### src/rtl/fetch_queue.sv
// Instruction-fetch front end: PC register, ROM address drive and a small {pc, instr} FIFO to decode.
// Optional misaligned-redirect fault/halt is enabled by defining FETCH_ALIGN_CHECK_EN.
module fetch_queue #(
    parameter int unsigned              ADDRESS_WIDTH = 32,
    parameter int unsigned              DATA_WIDTH    = 32,
    parameter int unsigned              DEPTH         = 2,
    parameter logic [ADDRESS_WIDTH-1:0] RESET_PC      = '0
) (
    input  logic                     clk,
    input  logic                     rst,
    output logic [ADDRESS_WIDTH-1:0] imem_addr,
    input  logic [DATA_WIDTH-1:0]    imem_rd,
    input  logic                     redirect,
    input  logic [ADDRESS_WIDTH-1:0] redirect_pc,
    output logic                     out_valid,
    input  logic                     out_ready,
    output logic [DATA_WIDTH-1:0]    out_instr,
    output logic [ADDRESS_WIDTH-1:0] out_pc,
    output logic                     fetch_fault
);

    localparam int unsigned PtrW = (DEPTH > 1) ? $clog2(DEPTH) : 1;
    localparam int unsigned CntW = $clog2(DEPTH + 1);

    if (DEPTH < 2 || (DEPTH & (DEPTH - 1)) != 0) begin : g_bad_depth
        $error("fetch_queue: DEPTH must be a power of two and at least 2");
    end

    logic [ADDRESS_WIDTH-1:0] pc_q, pc_d;
    logic [PtrW-1:0]          wr_ptr_q, wr_ptr_d;
    logic [PtrW-1:0]          rd_ptr_q, rd_ptr_d;
    logic [CntW-1:0]          count_q, count_d;

    logic [ADDRESS_WIDTH-1:0] pc_mem    [DEPTH];
    logic [DATA_WIDTH-1:0]    instr_mem [DEPTH];

    logic                     push;
    logic                     pop;
    logic                     halted;
    logic [ADDRESS_WIDTH-1:0] redirect_target;

`ifdef FETCH_ALIGN_CHECK_EN
    logic fault_q, fault_d;
    logic misaligned;

    // Misaligned targets are taken verbatim; the sticky fault then stops all fetching.
    assign misaligned      = redirect && (redirect_pc[1:0] != 2'b00);
    assign redirect_target = redirect_pc;

    always_comb begin
        fault_d = fault_q | misaligned;
    end

    always_ff @(posedge clk) begin
        if (rst) begin
            fault_q <= 1'b0;
        end else begin
            fault_q <= fault_d;
        end
    end

    assign halted      = fault_q;
    assign fetch_fault = fault_q;
`else
    logic unused_redirect_low;

    assign unused_redirect_low = ^redirect_pc[1:0];
    assign redirect_target     = {redirect_pc[ADDRESS_WIDTH-1:2], 2'b00};
    assign halted              = 1'b0;
    assign fetch_fault         = 1'b0;
`endif

    assign imem_addr = pc_q;
    assign out_valid = (count_q != '0);
    assign out_instr = instr_mem[rd_ptr_q];
    assign out_pc    = pc_mem[rd_ptr_q];

    // Push ignores the same-cycle pop so the full check never depends on out_ready.
    assign push = !rst && !redirect && !halted && (count_q < CntW'(DEPTH));
    assign pop  = out_valid && out_ready && !redirect;

    always_comb begin
        pc_d     = pc_q;
        wr_ptr_d = wr_ptr_q;
        rd_ptr_d = rd_ptr_q;
        count_d  = count_q;

        if (redirect) begin
            pc_d     = redirect_target;
            wr_ptr_d = '0;
            rd_ptr_d = '0;
            count_d  = '0;
        end else begin
            if (push) begin
                pc_d     = pc_q + ADDRESS_WIDTH'(4);
                wr_ptr_d = wr_ptr_q + PtrW'(1);
            end
            if (pop) begin
                rd_ptr_d = rd_ptr_q + PtrW'(1);
            end
            unique case ({push, pop})
                2'b10:   count_d = count_q + CntW'(1);
                2'b01:   count_d = count_q - CntW'(1);
                default: count_d = count_q;
            endcase
        end
    end

    always_ff @(posedge clk) begin
        if (rst) begin
            pc_q     <= RESET_PC;
            wr_ptr_q <= '0;
            rd_ptr_q <= '0;
            count_q  <= '0;
        end else begin
            pc_q     <= pc_d;
            wr_ptr_q <= wr_ptr_d;
            rd_ptr_q <= rd_ptr_d;
            count_q  <= count_d;
        end
    end

    // Storage needs no reset: out_valid masks whatever it holds.
    always_ff @(posedge clk) begin
        if (push) begin
            pc_mem[wr_ptr_q]    <= pc_q;
            instr_mem[wr_ptr_q] <= imem_rd;
        end
    end

endmodule

### config.mk
export PLATFORM = sky130hd
export DESIGN_NAME = fetch_queue
export DESIGN_NICKNAME = d
export VERILOG_FILES = /design/src/rtl/fetch_queue.sv
export SDC_FILE = /design/constraint.sdc
export NUM_CORES = 1
export LEC_CHECK = 0
export ABC_AREA = 1
export CORE_UTILIZATION = 66
export CTS_BUF_LIST = sky130_fd_sc_hd__clkbuf_16
export DETAILED_ROUTE_END_ITERATION = 7
export DONT_BUFFER_PORTS = 1
export GPL_ROUTABILITY_DRIVEN = 0
export PLACE_DENSITY = 0.92
export REMOVE_ABC_BUFFERS = 1
export SKIP_CTS_REPAIR_TIMING = 1
export SYNTH_ARGS = -nofsm -noshare
export SYNTH_HDL_FRONTEND = slang
export SYNTH_SLANG_ARGS = --single-unit
export TNS_END_PERCENT = 5
### constraint.sdc
create_clock -name clk -period 8.6 [get_ports clk]
set_clock_uncertainty 0.15 [all_clocks]
set_input_delay 2.15 -clock clk [delete_from_list [all_inputs] [get_ports clk]]
set_output_delay 2.15 -clock clk [all_outputs]
set_load 0.03 [all_outputs]
Word-level counts from Yosys, hierarchy flattened
Memories as Yosys holds them, arrays and structs flattened. A register that Yosys moved wholly into a read port is not among the register bits.
Cells that the tools add are included.
{ "totals": {"register_bits": 36, "mem_bits_rw": 128, "input_bits": 68, "output_inout_bits": 98, "wordCells": 34, "memories": 2} }
{ "memory_table": {"columns": ["memory", "depth", "width", "rd", "rd_clocked_by_memory_dff", "wr", "line", "source"], "rows": [
  ["instr_mem", 2, 32, 1, 1, 1, "35", "logic [DATA_WIDTH-1:0] instr_mem [DEPTH];"],
  ["pc_mem", 2, 32, 1, 1, 1, "34", "logic [ADDRESS_WIDTH-1:0] pc_mem [DEPTH];"]
]} }
{ "op_classes": {"add_sub_neg": 5, "n_lt_le_gt_ge": 1, "eq_ne": 2, "mux": 9, "n_reduce_logical": 10} }
{ "op_table": {"columns": ["operator", "count"], "rows": [
  ["$mux W32", 2],
  ["$add A32 B3 Y32 const B", 1],
  ["$mux W1", 6],
  ["$reduce_bool A2 Y1", 3],
  ["$logic_and A1 B1 Y1", 4],
  ["$pmux W2 S2", 1],
  ["$add A1 B1 Y1 const B", 2],
  ["$add A2 B1 Y2 const B", 1],
  ["$eq A2 B1 Y1 const B", 1],
  ["$eq A2 B2 Y1 const B", 1],
  ["$logic_not A1 Y1", 2],
  ["$lt A2 B2 Y1 const B", 1],
  ["$reduce_or A2 Y1", 1],
  ["$sub A2 B1 Y2 const B", 1]
]} }

Depth between registers and ports, before layout
{ "logic_depth": {"word_depth": 5, "mapped_depth": 10, "depth_no_buf": 10} }

Worst setup path after synthesis
OpenSTA, ideal clock, no wires.
{ "synth_path": {"path_kind": "input port to flip-flop", "startpoint": "in rst", "endpoint": "mem instr_mem[1][0] (enable)", "arrival_time_ps": 5237, "slack_ps": 2729, "path_stages": 4, "path_buffers": 1, "cell_sequence": "nor2_2 > nand2_4 > buf_2 > nor2_1"} }
{ "synth_between": {"elab_chain_cells": 5} }
{ "synth_lines": {"columns": ["item", "line", "source"], "rows": [
  ["from (decl)", "10", "input logic rst,"],
  ["$logic_not A1 Y1", "79", "assign push = !rst && !redirect && !halted && (count_q < CntW'(DEPTH));"],
  ["$logic_and A1 B1 Y1 (2 in a row)", "79", null],
  ["$mux W1", "125", "if (push) begin"],
  ["$mux W1 (not written as such)", "127", "instr_mem[wr_ptr_q] <= imem_rd;"],
  ["to (decl)", "35", null]
]} }
Every way passes these cells.

==> summary.md <==
| Metric | Value |
|---|---|
| Post-route DRC | `0` |
| Crit path DAT | `about 2200 ps` |
| Mapped Cells | `slightly below 600` |
| Cell variety after synth | `36` |
| H-tree levels | `4` |
| GRT Resource Usage Total | `26.31%` |
| Rows | `36` |
| Worst Tran Pin Value | `~1100 ps` |
| Initial antenna violation count | `0` |
| Power Density | `roughly 230 nW/um2` |
| Mapped Avg Cell Area | `11.52 um2` |
| Post-synth design cell area | `6845 um2` |
| Die area | `10780 um2` |
| Final setup vio count | `0` |
| Largest net degree at the start of global routing | `51` |
| Vias in the first global route | `around 4200` |
| Die X | `103.8 um` |
| Wirelength, routed | `about 14000 um` |
| Maximum VDD drop | `130.2 uV` |
| Antenna viol nets, final | `0` |
| Sequential area share after synthesis | `about 65%` |
| Detailed Routing Iterations Pass 1 | `5` |
| Layout Nets | `around 670` |
| Max-slew violations | `0` |
| Post-synthesis async set-or-reset flop share | `0%` |
| WP data required | `6300 ps` |
| Relative slew slack | `between 20% and 30%` |
| Period Utilization, post-route | `between 50% and 60%` |
| Fmax | `around 220 MHz` |
| Post-route cell area | `7480 um2` |
| Clock-pin slew on the worst setup and hold paths | `approximately 60 ps` |
| Syn-to-layout area delta | `9.267%` |
| DP HPWL | `roughly 9100 um` |
| Initial core utilization | `69.08%` |
| First-iteration detailed-routing DRC count | `521` |
| Io pins | `166` |
| Yosys top cell area share | `54.40%` |
| Root buffer cell | `clkbuf_16` |
| Tmin final | `about 4500 ps` |
| Global-route wire length before repair | `~22000 um` |
| Drt via density | `approximately 6` |
| Area leader, netlist | `edfxtp_1` |
| Worst hold slack | `between 300 and 400 ps` |
| Layout Cells excl Fill | `742` |
| Fin Setup TNS | `0 ps` |
| RSZ-0062 raised after global routing | `false` |
| Clk sinks | `around 160` |
| Vias after detailed routing | `4449` |
| FF+latch count, synth | `159` |
| Main flop type after synthesis | `edfxtp_1` |
| Yosys Warn Count | `0` |
| Grt total ovfl | `0` |
| Crit Path Category | `reg2out` |
| Top post-synthesis cells by area | `edfxtp_1, dfxtp_1, mux2_2` |
| Critical path peak fanout | `35` |
| Clk_lat worst skew | `a little over 400 ps` |
| Final Hold Viols | `0` |
| Number of synthesized flops with an enable pin | `around 120` |
| Core Box Area | `9910 um2` |
| Post-layout util | `75.48%` |
| Fraction of layout cells with a size suffix above 1 | `between 15 and 20%` |
| Hold WC Path Type | `reg2reg` |
| Die height | `between 100 and 150 um` |
| Clock tree buffer depth | `2` |
| Element type at the critical path end | `output port` |
| Placed Area | `between 6000 and 7000 um2` |
| Inst Count DP | `709` |
| WL/cell | `18.61 um` |
| Critical path launch point type | `flop` |
| Leakage Power | `2.491 nW` |
| TritonCTS buffer count | `17` |
| IO Port Bufs | `0` |
| CTS tree | `built` |
| Status | `completed` |
| Max-capacitance violation count | `0` |
[flip-flops by register name, indices dropped and copies added, names as in the netlist, named ones only]
register   flops
count_q        2
pc_mem        60
instr_mem     64
wr_ptr_q       1
rd_ptr_q       1
imem_addr     30
[power breakdown]
group / total [W] / leakage [nW] / internal [W] / switching, W
sequential: 0.000909 / 1.43 / 0.000860 / 0.0000481
clock: 0.000696 / 0.269 / 0.000402 / 0.000294
combinational: 0.000112 / 0.790 / 0.0000314 / 0.0000808
[cells in the mapped netlist, types with 5 or more instances]
| cell | count |
|---|---|
| a21oi_1 | 30 |
| buf_2 | 9 |
| buf_4 | 6 |
| clkbuf_1 | 7 |
| dfxtp_1 | 35 |
| edfxtp_1 | 124 |
| inv_1 | 32 |
| mux2_2 | 62 |
| nand2_1 | 124 |
| nand3_1 | 33 |
| nor2_1 | 74 |
| nor2_2 | 7 |
| o21ai_0 | 12 |
| o22ai_1 | 5 |
[cell type report]
| type | count | area [um2] |
|---|---|---|
| tap | 133 | 166.4 |
| inverter | 34 | 130.1 |
| multi-input combinational | 380 | 2171 |
| clock inverter | 15 | 136.4 |
| clock buffer | 17 | 425.4 |
| sequential | 159 | 4425 |
| fill | 609 | 2430 |
| antenna | 1 | 2.502 |
| timing repair buffer | 3 | 22.52 |
[routing by layer]
layer / GRT usage [%] / vias to the layer above / wire length (um) / part of all wire, %
li1: - / 2072 / - / -
met1: 32.93 / 2057 / 5337 / 39
met2: 42.29 / 277 / 6588 / 48
met3: 9.629 / 43 / 1548 / 11
met4: 9.286 / 0 / 337 / 2.4
met5: 0 / - / 0 / 0
[path summary, 6_finish.rpt]
path | startpoint | endpoint | slack [ps] | cells after the start
worst max-delay path | flop | out_pc[13] | 4100 | 2
worst min-delay path | rd_ptr_q | flop | 330 | 2
worst max register to register | imem_addr[2] | imem_addr[26] | 6250 | 10
worst min register to register | rd_ptr_q | flop | 330 | 2
[worst max-delay path: stages, from the launching register on]
cell and delay [ps]:
dfxtp_2 750, buf_4 510, mux2_2 490
[logic make-up after synthesis]
logic type | share of synthesized area [%]
AND/OR/NAND/NOR | 14.97
flip-flops | 64.63
AO/OA/AOI/OAI | 5.557
multiplexers | 10.20
buffers and inverters | 4.094
adder cells (fa/ha/maj) | 0.3655
other | 0.05478
XOR/XNOR | 0.1280
[through the flow]
stage          worst slack, ps  power, W
2_1_floorplan             2848  0.001010
3_3_place_gp              4425  0.001029
3_5_place_dp              4333  0.001035
4_1_cts                   4064  0.001723
5_1_grt                   3974  0.001771
6_report                  4103  0.001717
[layout by cell type, fill, tap and decap left out, types with 5 or more instances in the layout]
master,count
edfxtp_1,124
clkbuf_16,17
mux2_2,62
dfxtp_1,34
inv_1,32
o21ai_0,12
nor2_1,72
o22ai_1,5
a21oi_1,30
nand3_1,33
conb_1,5
nand2_1,124
nor2_2,7
Power figures use the tool's default switching activity.
